### config.mk
export PLATFORM = sky130hd
export DESIGN_NAME = axil_cfg_master
export DESIGN_NICKNAME = d
export VERILOG_FILES = /design/src/rtl/axil_cfg_pkg.sv /design/src/rtl/axil_cfg_master.sv
export SDC_FILE = /design/constraint.sdc
export NUM_CORES = 1
export LEC_CHECK = 0
export CORE_UTILIZATION = 35
export DETAILED_ROUTE_END_ITERATION = 10
export GPL_TIMING_DRIVEN = 0
export PLACE_DENSITY = 0.77
export SLEW_MARGIN = 30
export SYNTH_ARGS = -nofsm -noshare
export SYNTH_HDL_FRONTEND = slang
export SYNTH_SLANG_ARGS = --single-unit
### constraint.sdc
create_clock -name ap_clk -period 1.7 [get_ports ap_clk]
set_input_delay 0.17 -clock ap_clk [delete_from_list [all_inputs] [get_ports ap_clk]]
set_output_delay 0.17 -clock ap_clk [all_outputs]
set_load 0.1 [all_outputs]
### src/rtl/axil_cfg_pkg.sv
// rtl/axil_cfg_pkg.sv - shared types and constants for the AXI4-Lite config master
package axil_cfg_pkg;

  localparam int unsigned CFG_ADDR_W = 5;
  localparam int unsigned CFG_DATA_W = 32;

  localparam logic [1:0] RESP_OKAY   = 2'b00;
  localparam logic [1:0] RESP_EXOKAY = 2'b01;
  localparam logic [1:0] RESP_SLVERR = 2'b10;
  localparam logic [1:0] RESP_DECERR = 2'b11;

  typedef enum logic [2:0] {
    IDLE,
    WR,
    WB,
    RD,
    RW,
    RSP
  } state_e;

endpackage

### src/rtl/axil_cfg_master.sv
// rtl/axil_cfg_master.sv - one-outstanding command/response to AXI4-Lite initiator
// Optional per-phase watchdog enabled by AXIL_CFG_MASTER_TIMEOUT_EN
module axil_cfg_master
  import axil_cfg_pkg::*;
#(
  parameter int unsigned ADDR_W      = CFG_ADDR_W,
  parameter int unsigned DATA_W      = CFG_DATA_W,
  parameter int unsigned STRB_W      = DATA_W / 8,
  parameter int unsigned TIMEOUT_CYC = 256
) (
  input  logic              ap_clk,
  input  logic              ap_rst_n,
  input  logic              cmd_valid,
  output logic              cmd_ready,
  input  logic              cmd_write,
  input  logic [ADDR_W-1:0] cmd_addr,
  input  logic [DATA_W-1:0] cmd_wdata,
  input  logic [STRB_W-1:0] cmd_wstrb,
  output logic              rsp_valid,
  input  logic              rsp_ready,
  output logic [DATA_W-1:0] rsp_rdata,
  output logic [1:0]        rsp_resp,
  output logic              rsp_timeout,
  output logic              busy,
  output logic              m_axi_config_AWVALID,
  input  logic              m_axi_config_AWREADY,
  output logic [ADDR_W-1:0] m_axi_config_AWADDR,
  output logic              m_axi_config_WVALID,
  input  logic              m_axi_config_WREADY,
  output logic [DATA_W-1:0] m_axi_config_WDATA,
  output logic [STRB_W-1:0] m_axi_config_WSTRB,
  input  logic              m_axi_config_BVALID,
  output logic              m_axi_config_BREADY,
  input  logic [1:0]        m_axi_config_BRESP,
  output logic              m_axi_config_ARVALID,
  input  logic              m_axi_config_ARREADY,
  output logic [ADDR_W-1:0] m_axi_config_ARADDR,
  input  logic              m_axi_config_RVALID,
  output logic              m_axi_config_RREADY,
  input  logic [DATA_W-1:0] m_axi_config_RDATA,
  input  logic [1:0]        m_axi_config_RRESP
);

  state_e            state_q;
  logic [ADDR_W-1:0] addr_q;
  logic [DATA_W-1:0] wdata_q;
  logic [STRB_W-1:0] wstrb_q;
  logic              awvalid_q, wvalid_q, bready_q, arvalid_q, rready_q;
  logic              aw_done_q, w_done_q;
  logic              rsp_valid_q;
  logic [DATA_W-1:0] rsp_rdata_q;
  logic [1:0]        rsp_resp_q;

  logic              aw_done_d, w_done_d;
  logic              phase_done;
  logic              in_phase;
  logic              tmo_hit;

  // phase_done is the condition that moves a waiting state forward this cycle
  always_comb begin
    aw_done_d  = aw_done_q | (awvalid_q & m_axi_config_AWREADY);
    w_done_d   = w_done_q | (wvalid_q & m_axi_config_WREADY);
    phase_done = 1'b0;
    case (state_q)
      WR:      phase_done = aw_done_d & w_done_d;
      WB:      phase_done = m_axi_config_BVALID;
      RD:      phase_done = m_axi_config_ARREADY;
      RW:      phase_done = m_axi_config_RVALID;
      default: phase_done = 1'b0;
    endcase
  end

  assign in_phase = (state_q == WR) || (state_q == WB) || (state_q == RD) || (state_q == RW);

`ifdef AXIL_CFG_MASTER_TIMEOUT_EN
  localparam int unsigned CNT_W = (TIMEOUT_CYC > 1) ? $clog2(TIMEOUT_CYC) : 1;

  logic [CNT_W-1:0] tmo_cnt_q;
  logic             rsp_timeout_q;

  assign tmo_hit     = in_phase && !phase_done && (tmo_cnt_q == CNT_W'(TIMEOUT_CYC - 1));
  assign rsp_timeout = rsp_timeout_q;

  // Counter restarts on every state change, so each channel phase gets its own budget
  always_ff @(posedge ap_clk or negedge ap_rst_n) begin
    if (!ap_rst_n) begin
      tmo_cnt_q     <= '0;
      rsp_timeout_q <= 1'b0;
    end else begin
      if (!in_phase || phase_done || tmo_hit) tmo_cnt_q <= '0;
      else                                    tmo_cnt_q <= tmo_cnt_q + 1'b1;
      if (cmd_valid && cmd_ready) rsp_timeout_q <= 1'b0;
      else if (tmo_hit)           rsp_timeout_q <= 1'b1;
    end
  end
`else
  logic unused_tmo;
  assign unused_tmo  = (TIMEOUT_CYC == 0) | in_phase;
  assign tmo_hit     = 1'b0;
  assign rsp_timeout = 1'b0;
`endif

  always_ff @(posedge ap_clk or negedge ap_rst_n) begin
    if (!ap_rst_n) begin
      state_q     <= IDLE;
      addr_q      <= '0;
      wdata_q     <= '0;
      wstrb_q     <= '0;
      awvalid_q   <= 1'b0;
      wvalid_q    <= 1'b0;
      bready_q    <= 1'b0;
      arvalid_q   <= 1'b0;
      rready_q    <= 1'b0;
      aw_done_q   <= 1'b0;
      w_done_q    <= 1'b0;
      rsp_valid_q <= 1'b0;
      rsp_rdata_q <= '0;
      rsp_resp_q  <= RESP_OKAY;
    end else if (tmo_hit) begin
      awvalid_q   <= 1'b0;
      wvalid_q    <= 1'b0;
      bready_q    <= 1'b0;
      arvalid_q   <= 1'b0;
      rready_q    <= 1'b0;
      rsp_valid_q <= 1'b1;
      rsp_rdata_q <= '0;
      rsp_resp_q  <= RESP_SLVERR;
      state_q     <= RSP;
    end else begin
      case (state_q)
        IDLE: if (cmd_valid) begin
          addr_q    <= cmd_addr;
          wdata_q   <= cmd_wdata;
          wstrb_q   <= cmd_wstrb;
          aw_done_q <= 1'b0;
          w_done_q  <= 1'b0;
          if (cmd_write) begin
            awvalid_q <= 1'b1;
            wvalid_q  <= 1'b1;
            state_q   <= WR;
          end else begin
            arvalid_q <= 1'b1;
            state_q   <= RD;
          end
        end
        WR: begin
          // AW and W retire independently; each VALID drops the cycle after its handshake
          aw_done_q <= aw_done_d;
          w_done_q  <= w_done_d;
          awvalid_q <= ~aw_done_d;
          wvalid_q  <= ~w_done_d;
          if (phase_done) begin
            bready_q <= 1'b1;
            state_q  <= WB;
          end
        end
        WB: if (m_axi_config_BVALID) begin
          bready_q    <= 1'b0;
          rsp_resp_q  <= m_axi_config_BRESP;
          rsp_rdata_q <= '0;
          rsp_valid_q <= 1'b1;
          state_q     <= RSP;
        end
        RD: if (m_axi_config_ARREADY) begin
          arvalid_q <= 1'b0;
          rready_q  <= 1'b1;
          state_q   <= RW;
        end
        RW: if (m_axi_config_RVALID) begin
          rready_q    <= 1'b0;
          rsp_rdata_q <= m_axi_config_RDATA;
          rsp_resp_q  <= m_axi_config_RRESP;
          rsp_valid_q <= 1'b1;
          state_q     <= RSP;
        end
        RSP: if (rsp_ready) begin
          rsp_valid_q <= 1'b0;
          state_q     <= IDLE;
        end
        default: state_q <= IDLE;
      endcase
    end
  end

  assign cmd_ready            = (state_q == IDLE);
  assign busy                 = (state_q != IDLE);
  assign rsp_valid            = rsp_valid_q;
  assign rsp_rdata            = rsp_rdata_q;
  assign rsp_resp             = rsp_resp_q;
  assign m_axi_config_AWVALID = awvalid_q;
  assign m_axi_config_AWADDR  = addr_q;
  assign m_axi_config_WVALID  = wvalid_q;
  assign m_axi_config_WDATA   = wdata_q;
  assign m_axi_config_WSTRB   = wstrb_q;
  assign m_axi_config_BREADY  = bready_q;
  assign m_axi_config_ARVALID = arvalid_q;
  assign m_axi_config_ARADDR  = addr_q;
  assign m_axi_config_RREADY  = rready_q;

endmodule

## Word-level counts from Yosys, hierarchy flattened

Index checks and enable logic that the tools add are counted.

| storage, ports and cells | value |
|---|---|
| register bits after elaboration | 86 |
| output and inout bits | 89 |

| operators by class | value |
|---|---|
| equal/unequal tests | 13 |
| muxes and demuxes | 36 |
| bitwise operators | 7 |
| reductions and logical operators | 17 |

Operators by type and width:

| operator | count |
|---|---|
| $mux W32 | 2 |
| $pmux W32 S2 | 1 |
| $mux W3 | 6 |
| $pmux W3 S6 | 1 |
| $ne A2 B2 Y1 const B | 7 |
| $pmux W1 S2 | 7 |
| $mux W1 | 13 |
| $reduce_and A3 Y1 | 4 |
| $reduce_bool A2 Y1 | 5 |
| $reduce_and A4 Y1 | 2 |
| $eq A3 B2 Y1 const B | 2 |
| $eq A3 B3 Y1 const B | 2 |
| $mux W2 | 3 |
| $reduce_and A6 Y1 | 1 |
| $reduce_bool A3 Y1 | 2 |
| $pmux W1 S4 | 1 |
| $pmux W2 S2 | 1 |
| $reduce_and A2 Y1 | 2 |
| $and A1 B1 Y1 | 3 |
| $eq A3 B1 Y1 const B | 1 |
| $logic_not A3 Y1 | 1 |
| $pmux W1 S3 | 1 |
| $ne A2 B1 Y1 const B | 1 |
| $not A1 Y1 | 2 |
| $or A1 B1 Y1 | 2 |

## Logic depth before layout (Yosys ltp)

Gate-level depths: netlist of the first run.

| logic depth | value |
|---|---|
| depth after elaboration | 6 |
| mapped depth | 7 |

## Worst setup path after synthesis of the first run

Ideal clock, no wire load.

| timing | value |
|---|---|
| path type | reg2out |
| start | reg state_q[0] |
| end | out cmd_ready |
| arrival | 2.209 ns |
| data required time | 1.530 ns |
| setup slack | -0.679 ns |
| stages on the path, launching flop included | 5 |
| path buffers | 2 |
| path through | dfrtp_1 > buf_6 > clkbuf_1 > or3_1 > inv_1 |

| on the way | value |
|---|---|
| longest elaborated chain between the ends | 1 |

Ends and longest elaborated chain:

| what | RTL line | text |
|---|---|---|
| from (decl) | axil_cfg_master.sv:44 | `state_e state_q;` |
| from (signal assigned) | axil_cfg_master.sv:105 | `state_q <= IDLE;` |
| from (signal assigned) | axil_cfg_master.sv:128 | `state_q <= RSP;` |
| from (signal assigned) | axil_cfg_master.sv:140 | `state_q <= WR;` |
| $logic_not A3 Y1 | axil_cfg_master.sv:185 | `assign cmd_ready = (state_q == IDLE);` |
| to (decl) | axil_cfg_master.sv:14 | `output logic cmd_ready,` |

No other way between the ends.

## Worst setup path in the final report of the first run

| timing | value |
|---|---|
| start | reg state_q[2] |
| end | out cmd_ready |

The elaborated chain is that of the path after synthesis.

==> results of run 1 <==
==> final cells by class <==
type,count,share of cell area (%)
multi-input cells,192,22.0
clock buffers,11,2.14
clock inverters,4,1.18
inverters,6,0.427
repair buffers,190,32.8
plain buffers,24,3.72
well taps,133,2.71
flip-flops and latches,86,35.0
==> cells by family after synthesis <==
group                  synth area share [%]
AO/OA/AOI/OAI                          9.14
AND/OR/NAND/NOR                        10.3
multiplexers                           16.5
buffers and inverters                  5.06
other                                 0.103
flip-flops                             58.9
==> placed cells by master, fill, tap and decap left out, types with 3 or more instances in the layout <==
| master | count |
|---|---|
| a21oi_1 | 6 |
| clkbuf_2 | 9 |
| buf_12 | 5 |
| clkbuf_16 | 3 |
| buf_6 | 4 |
| dfrtp_1 | 84 |
| mux2_2 | 4 |
| nor2_1 | 4 |
| clkdlybuf4s15_2 | 78 |
| inv_1 | 5 |
| clkbuf_1 | 5 |
| clkbuf_8 | 10 |
| nand2_1 | 71 |
| o21ai_0 | 42 |
| nand3b_1 | 3 |
| mux2_4 | 35 |
| buf_4 | 19 |
| mux2i_1 | 3 |
| clkdlybuf4s50_1 | 85 |
==> cells in the mapped netlist <==
cell	instances
a21bo_2	1
a311oi_1	1
a21oi_1	6
nand3b_1	3
o22a_1	1
buf_2	7
o21a_1	2
mux2_4	30
nand2_1	71
buf_6	5
mux2_2	4
buf_4	6
mux2_1	7
or3_1	1
or2_2	1
a21o_1	1
a32oi_1	1
a22oi_1	1
and2_1	1
nor3_1	1
conb_1	1
inv_1	6
nor2b_1	2
nand2b_1	2
o22ai_1	1
clkbuf_1	6
mux2i_1	3
o21ai_0	43
nor4b_4	1
dfrtp_1	86
nor2_1	4
o32a_1	1
buf_1	1
a31oi_1	1
==> per-layer routing <==
metal / up-vias / GRT usage [%] / routed length [microns]
met5: - / 0 / 0
met1: 1460 / 22.3 / 4230
li1: 1433 / - / -
met4: 0 / 5.10 / 106
met2: 111 / 31.4 / 5020
met3: 10 / 3.70 / 446
==> sequential cells by signal, indices dropped and copies added (netlist names) <==
| signal | flops |
|---|---|
| m_axi_config_WVALID | 1 |
| state_q | 3 |
| m_axi_config_WSTRB | 4 |
| m_axi_config_ARVALID | 1 |
| rsp_valid | 1 |
| m_axi_config_RREADY | 1 |
| rsp_rdata | 32 |
| m_axi_config_ARADDR | 5 |
| m_axi_config_WDATA | 32 |
| m_axi_config_BREADY | 1 |
| aw_done_q | 1 |
| rsp_resp | 2 |
| w_done_q | 1 |
| m_axi_config_AWVALID | 1 |
==> timing repair <==
| action | 4_1_cts | 5_1_grt |
|---|---|---|
| hold buffers | 1 | 0 |
| pin swaps | 2 | 3 |
| setup buffers | 5 | 6 |
| resized for setup | 280 | 31 |
| cloned | 0 | 3 |
| hold endpoints to repair | 86 | 0 |
| setup endpoints to repair | 125 | 82 |
==> critical path: stages (launching register included) <==
cell	delay (ns)
dfrtp_2	0.45
buf_8	0.14
or3_4	0.42
clkinvlp_4	0.10
buf_12	0.16
==> per-stage QoR <==
step                      utilization [%]  TNS [ns]  hold WS [ns]  area (sq um)  instances
final                                61.8    -0.120         0.246          6150        646
after global routing                 61.8     -1.82         0.250          6150        646
after CTS                            60.5    -0.166         0.214          6020        638
after detailed placement             56.4    -15.62        0.0236          5610        617
after global placement               56.1   -230.99         0.462          5580        616
after floorplan                         -  -0.00949        -0.126          3680        309
==> path summary, 6_finish.rpt <==
kind / startpoint / endpoint / cells after the start
max in group asynchronous: ap_rst_n / state_q[2] / 3
min in group ap_clk: m_axi_config_RDATA[2] / rsp_rdata[2] / 3
max reg2reg: state_q[2] / m_axi_config_WDATA[27] / 5
min: ap_rst_n / m_axi_config_WDATA[31] / 2
min reg2reg: rsp_rdata[9] / rsp_rdata[9] / 2
max: state_q[2] / cmd_ready / 4
==> flow_metrics.tcl, run 1 <==
set metrics [dict create \
    status "finished with violations" \
    violations "negative setup slack" \
    die-area_sq_um 10900 \
    grt_max_degree 69 \
    firstDrtPassIters 4 \
    floorplan.initialDensity_pct 36.7 \
    arrival_ns 1.60 \
    hold_viol 0 \
    syn_nets 396 \
    fmax_mhz 565 \
    routabilityCongestion 0.743 \
    synth_top_area_share_pct 58.9 \
    clock_latency_ns 0.34 \
    setup_slack_ns -0.0713 \
    die_w_microns 104 \
    multi_input_area_sq_um 1350 \
    core_area_sq_um 9950 \
    drv_cap 0 \
    pre_cts_slack_ns -0.719 \
    hpwl_mm 7.06 \
    fin_crit_sh_pct 104 \
    fin_worst_skew_ns 0.0112 \
    area_growth_pct 68.2 \
    ys.warnings.count 0 \
    numCtsBuffers 9 \
    syn_area_per_cell_sq_um 11.8 \
    yosysSeqAreaShare_pct 58.9 \
    synthCells 309 \
    wl_mm 9.81 \
    finalMaxSlewViolations 0 \
    cts.clk_slew.worst_paths_ns 0.08 \
    clockBufferDepth 2 \
    path_class "register to output port" \
    end_kind "output port" \
    die_y_microns 104 \
    root_buffer "clkbuf_8" \
    antenna_found_initial 0 \
    htreeDepth 3 \
    fin_crit_ns 1.77 \
    crit_fanout 5 \
    slew_headroom_pct 61.8 \
    vias 3014 \
    fillers 807 \
    ys_ff_latch 86 \
    port_buffers 174 \
    ys_types 34 \
    wl_per_cell_microns 15.2 \
    grt_pass1_wl_mm 15.3 \
    syn_area_sq_um 3660 \
    finalSetupViolCount 8 \
    synth_area_leaders "dfrtp_1 59%, mux2_4 12%, nand2_1 7.3%" \
    worst_slew_pin_slew_ns 0.575 \
    rsz0062_at_grt "true" \
    worst_hold_path_type "primary input to asynchronous set/reset pin" \
    grt-ovfl-total 0 \
    regArea_sq_um 2150 \
    antenna_cells 0 \
    cts_tree "yes" \
    worst-endpoint-required_ns 1.53 \
    rows 36 \
    grt_pass1_vias 3056 \
    r2r_slack_ns -0.02 \
    drc 0 \
    synth_top_cell_by_area "dfrtp_1" \
    drtAntennaViolNets 0 \
    drive_gt1_share_pct 35.9 \
    io_pins 176 \
    fin_nets 596 \
    grt_usage_pct 17.9 \
    routed_via_density 4.67 \
    drtIter0Drc 72 \
    critPathLaunchType "register" \
    cts.sinks 86 \
]
Power of run 1 is left out: the tool's default activity adds up to more than one toggle a clock period on the data nets, which glitch-free logic cannot reach.
==> run 2: changes to the inputs <==
--- a/config.mk
+++ b/config.mk
@@ -9,7 +9,8 @@
 export DETAILED_ROUTE_END_ITERATION = 10
 export GPL_TIMING_DRIVEN = 0
 export PLACE_DENSITY = 0.77
-export SLEW_MARGIN = 30
+export SETUP_SLACK_MARGIN = 0.15
+export SLEW_MARGIN = 5
 export SYNTH_ARGS = -nofsm -noshare
 export SYNTH_HDL_FRONTEND = slang
 export SYNTH_SLANG_ARGS = --single-unit
==> run 2 against run 1 <==
The run still ends with negative setup slack left; maximum frequency increased by 1.8%; die area unchanged; routed wire length up 7.5%; register-to-register slack about the same; flip-flop and latch count unchanged; sequential share of layout area decreased by 0.69 points; non-clock buffer count rose by 3.
==> flow_metrics.tcl, run 2 (synthesis gave the netlist of run 1 again) <==
set metrics [dict create \
    status "finished with violations" \
    violations "negative setup slack" \
    routed_via_density 4.73 \
    rr_worst_depth 7 \
    htreeDepth 3 \
    cts.sinks 86 \
    antenna_found_initial 0 \
    hpwl_mm 7.34 \
    routabilityCongestion 0.814 \
    grt_max_degree 47 \
    fin_crit_sh_pct 102 \
    fmax_mhz 575 \
    final_cell_area_sq_um 6280 \
    setup_slack_ns -0.0392 \
    cts.clk_slew.worst_paths_ns 0.08 \
    io_pins 176 \
    place_area_sq_um 5640 \
    fin_nets 599 \
    arrival_ns 1.57 \
    fin_worst_skew_ns 0.00982 \
    die_w_microns 104 \
    finalMaxSlewViolations 0 \
    hold_viol 0 \
    whs_ns 0.355 \
    critPathLaunchType "register" \
    worst_slew_pin_slew_ns 0.586 \
    die-area_sq_um 10900 \
    drive_gt1_share_pct 39.0 \
    end_kind "output port" \
    crit_fanout 8 \
    grt_usage_pct 20.1 \
    pre_cts_slack_ns -0.698 \
    grt_pass1_wl_mm 17.0 \
    numCtsBuffers 9 \
    antenna_cells 0 \
    setup_tns_ns -0.102 \
    floorplan.initialDensity_pct 36.7 \
    finalSetupViolCount 10 \
    area_growth_pct 71.8 \
    grt_pass1_vias 3257 \
    wl_per_cell_microns 16.2 \
    r2r_start "state_q[0]" \
    root_buffer "clkbuf_8" \
    vias 3071 \
    layout_commonest_cell "clkdlybuf4s50_1" \
    die_y_microns 104 \
    rows 36 \
    clock_latency_ns 0.35 \
    worst_hold_path_type "primary input to asynchronous set/reset pin" \
    clockBufferDepth 2 \
    drv_cap 0 \
    drtIter0Drc 80 \
    fin_crit_ns 1.74 \
    final_cell_mix "85 x clkdlybuf4s50_1, 82 x dfrtp_1, 81 x clkdlybuf4s15_2, 71 x nand2_1, 41 x mux2_4" \
    rsz0062_at_grt "true" \
    slew_headroom_pct 61.1 \
    wl_mm 10.5 \
    drc 0 \
    cts_tree "yes" \
    r2r_slack_ns -0.01 \
    worst-endpoint-required_ns 1.53 \
    r2r-end "m_axi_config_WDATA[24]" \
    grt-ovfl-total 0 \
    path_class "register to output port" \
    port_buffers 174 \
    firstDrtPassIters 5 \
    core_area_sq_um 9950 \
    crit_start "state_q[2]" \
    drtAntennaViolNets 0 \
]
[run 2: cell types whose count changed in the layout (fill, tap and decap cells not counted), moves of 4 or more]
cell,before,now
buf_6,4,10
o21ai_1,1,13
buf_8,2,7
mux2_2,4,0
clkbuf_2,9,1
buf_4,19,13
mux2_4,35,41
buf_2,0,8
o21ai_0,42,28
[run 2: cell type report]
cell class / instances / area (sq um)
Fill cell: 777 / 3670
Sequential cell: 86 / 2160
Timing Repair Buffer: 192 / 2080
Multi-Input combinational cell: 192 / 1400
Buffer: 25 / 284
Tap cell: 133 / 166
Clock buffer: 12 / 155
Inverter: 6 / 26.3
Clock inverter: 3 / 20.0
[run 2: how the worst max path moves through the flow]
| stage | to | slack [ns] | cells after the start |
|---|---|---|---|
| 2_1_floorplan | cmd_ready | -0.009 | 3 |
| 3_3_place_gp | m_axi_config_AWVALID | -2.90 | 1 |
| 3_5_place_dp | cmd_ready | -0.70 | 4 |
| 4_1_cts | cmd_ready | -0.12 | 5 |
| 5_1_grt | cmd_ready | -0.1 | 4 |
| 6_report | cmd_ready | -0.04 | 4 |
[run 2: per-layer routing]
metal / vias up / part of all wire [%] / global-route usage [%]
li1: 1440 / - / -
met1: 1478 / 42 / 23.7
met2: 139 / 50 / 34.6
met3: 14 / 6.6 / 5.20
met4: 0 / 1.8 / 8.37
met5: - / 0 / 0
[run 2: worst max-delay path, cell delays in order, from the launching register on]
cell and delay (ns):
dfrtp_2 0.43, buf_8 0.14, or3_4 0.40, clkinvlp_4 0.09, buf_12 0.17
[run 2: per-stage QoR]
step / std cells / utilization (%)
floorplan: 309 / -
finish: 649 / 63.1
detailed placement: 617 / 56.6
CTS: 645 / 62.1
global placement: 616 / 56.4
global route: 649 / 63.1
[run 2: repair_timing]
action	in CTS	in global routing
setup endpoints to repair	166	82
gates cloned	2	0
hold endpoints to repair	40	0
gates resized for setup	319	40
pin swaps	3	5
buffers inserted	10	4
hold buffers	1	0
Power of run 2 is left out for the same reason.
==> run 3: changes to the inputs <==
--- a/config.mk
+++ b/config.mk
@@ -5,6 +5,7 @@
 export SDC_FILE = /design/constraint.sdc
 export NUM_CORES = 1
 export LEC_CHECK = 0
+export ABC_AREA = 1
 export CORE_UTILIZATION = 35
 export DETAILED_ROUTE_END_ITERATION = 10
 export GPL_TIMING_DRIVEN = 0
==> run 3 against run 2 <==
The flow now finishes without violations; final cell count is 17% higher; global-route usage is 0.71 points lower; clock skew is 0.0012 ns lower; highest routed layer unchanged.
==> flow_metrics.tcl, run 3 <==
set metrics [dict create \
    hpwl_mm 7.34 \
    floorplan.initialDensity_pct 36.7 \
    routed_via_density 4.56 \
    syn_nets 510 \
    vias 3470 \
    arrival_ns 1.83 \
    drtIter0Drc 163 \
    firstDrtPassIters 4 \
    async_reset_ff_share_pct 100 \
    clock_latency_ns 0.36 \
    synth_edf_count 0 \
    crit_slowest_cell "dfrtp_2" \
    antenna_cells 0 \
    wl_per_cell_microns 13.5 \
    critPathLaunchType "register" \
    drive_gt1_share_pct 31.1 \
    grt_pass1_vias 3503 \
    syn_area_per_cell_sq_um 8.61 \
    crit_fanout 10 \
    drv_cap 0 \
    cp_cell_sequence "buf_4 -> nor2_2 -> nand2_2 -> nand2_4 -> nand2_4 -> buf_8 -> buf_12 -> nand2_2 -> o21ai_2" \
    rsz0062_at_grt "true" \
    die_w_microns 104 \
    ys_types 25 \
    core_area_sq_um 9910 \
    grt_max_degree 65 \
    finalMaxSlewViolations 0 \
    drtAntennaViolNets 0 \
    io_pins 176 \
    cts.sinks 86 \
    routabilityCongestion 0.867 \
    numCtsBuffers 9 \
    wl_mm 10.2 \
    yosysMostFrequentCell "nand2_1" \
    syn_area_sq_um 3640 \
    synthCells 423 \
    drc 0 \
    root_buffer "clkbuf_8" \
    worst_hold_path_type "primary input to asynchronous set/reset pin" \
    synth-main-ff-cell "dfrtp_1" \
    worst-endpoint-required_ns 1.96 \
    cts_tree "yes" \
    fin_nets 710 \
    layout_commonest_cell "nand2_1" \
    fin_crit_sh_pct 92.4 \
    hold_viol 0 \
    cp_num_buf_inv 3 \
    r2r_slack_ns 0.13 \
    finalSetupViolCount 0 \
    rr_worst_depth 9 \
    path_class "register to register" \
    ys.warnings.count 0 \
    status "finished, final reports clean" \
    yosysSeqAreaShare_pct 59.1 \
    die_y_microns 104 \
    synth_top_area_share_pct 59.1 \
    worst_slew_pin_slew_ns 0.582 \
    antenna_found_initial 0 \
    r2r-end "rsp_rdata[11]" \
    grt_usage_pct 19.4 \
    htreeDepth 3 \
    place_area_sq_um 5600 \
    fin_worst_skew_ns 0.00864 \
    final_cell_area_sq_um 6150 \
    grt_pass1_wl_mm 16.7 \
    ys_ff_latch 86 \
    grt-ovfl-total 0 \
    clockBufferDepth 2 \
    area_growth_pct 68.9 \
    critPathMaxStageDelay_ns 0.44 \
    fin_crit_ns 1.57 \
    slew_headroom_pct 61.4 \
    crit_family "simple AND/OR/NAND/NOR gates" \
    r2r_start "state_q[0]" \
    fmax_mhz 637 \
    synth_area_leaders "dfrtp_1 59%, nand2_1 23%, o21ai_2 2.4%" \
    ys_top_cells_by_count "224 x nand2_1, 86 x dfrtp_1, 16 x o21ai_0" \
    synth_top_cell_by_area "dfrtp_1" \
    cts.clk_slew.worst_paths_ns 0.09 \
    die-area_sq_um 10800 \
    rows 36 \
    end_kind "register" \
    final_cell_mix "208 x nand2_1, 85 x clkdlybuf4s50_1, 82 x dfrtp_1, 81 x clkdlybuf4s15_2, 24 x buf_4" \
    port_buffers 174 \
]
## run 3: worst max path at each step
stage                     from                    to  slack [ns]  depth (start not counted)
finish              state_q[0]         rsp_rdata[11]        0.13                          9
detailed placement  state_q[0]             cmd_ready       -0.43                          4
floorplan           state_q[1]  m_axi_config_AWVALID       -0.06                          9
CTS                 state_q[1]             cmd_ready        0.04                          4
global route        state_q[0]          rsp_rdata[2]        0.08                          9
global placement      ap_rst_n            state_q[0]       -2.89                          1
## run 3: cell type report
| class | count | area, sq um |
|---|---|---|
| Inverter | 17 | 72.6 |
| Tap cell | 133 | 166 |
| Clock inverter | 4 | 70.1 |
| Sequential cell | 86 | 2160 |
| Timing Repair Buffer | 189 | 1970 |
| Clock buffer | 12 | 155 |
| Fill cell | 810 | 3760 |
| Buffer | 25 | 194 |
| Multi-Input combinational cell | 295 | 1360 |
## run 3: repair_timing
action,CTS,global route
buffers inserted,8,4
endpoints found under the setup margin,129,80
hold buffers,1,0
pin swaps,2,3
gates resized for setup,290,53
cloned,1,0
endpoints found under the hold margin,22,0
## run 3: cells by family (layout without fill, tap and decap cells)
group | after synthesis | count (layout) | synth area share, %
compound gates | 44 | 44 | 7.29
buf+inv | 42 | 247 | 6.25
other cells | 1 | 1 | 0.103
flops | 86 | 86 | 59.1
simple gates | 250 | 250 | 27.3
## run 3: worst reg2reg max path: stages (launching register included)
cell and delay, ns:
dfrtp_2 0.44, buf_4 0.17, nor2_2 0.17, nand2_2 0.12, nand2_4 0.09, nand2_4 0.08
buf_8 0.15, buf_12 0.15, nand2_2 0.06, o21ai_2 0.05
## run 3: per-layer routing
metal / wire [microns] / global-route usage (%)
met1: 4330 / 23.2
met2: 4700 / 31.7
met3: 1010 / 6.58
met4: 193 / 8.27
met5: 0 / 0
## run 3: per-stage QoR
stage	worst slack (ns)	TNS, ns	util [%]	hold WS [ns]	cells
3_3_place_gp	-2.89	-222.93	56.3	0.454	730
6_report	0.130	0	62.1	0.268	761
5_1_grt	0.0798	0	62.1	0.272	761
3_5_place_dp	-0.427	-0.955	56.5	0.0959	731
4_1_cts	0.0432	0	60.7	0.242	757
2_1_floorplan	-0.0556	-0.111	-	-0.126	423
Power of run 3 is left out for the same reason.
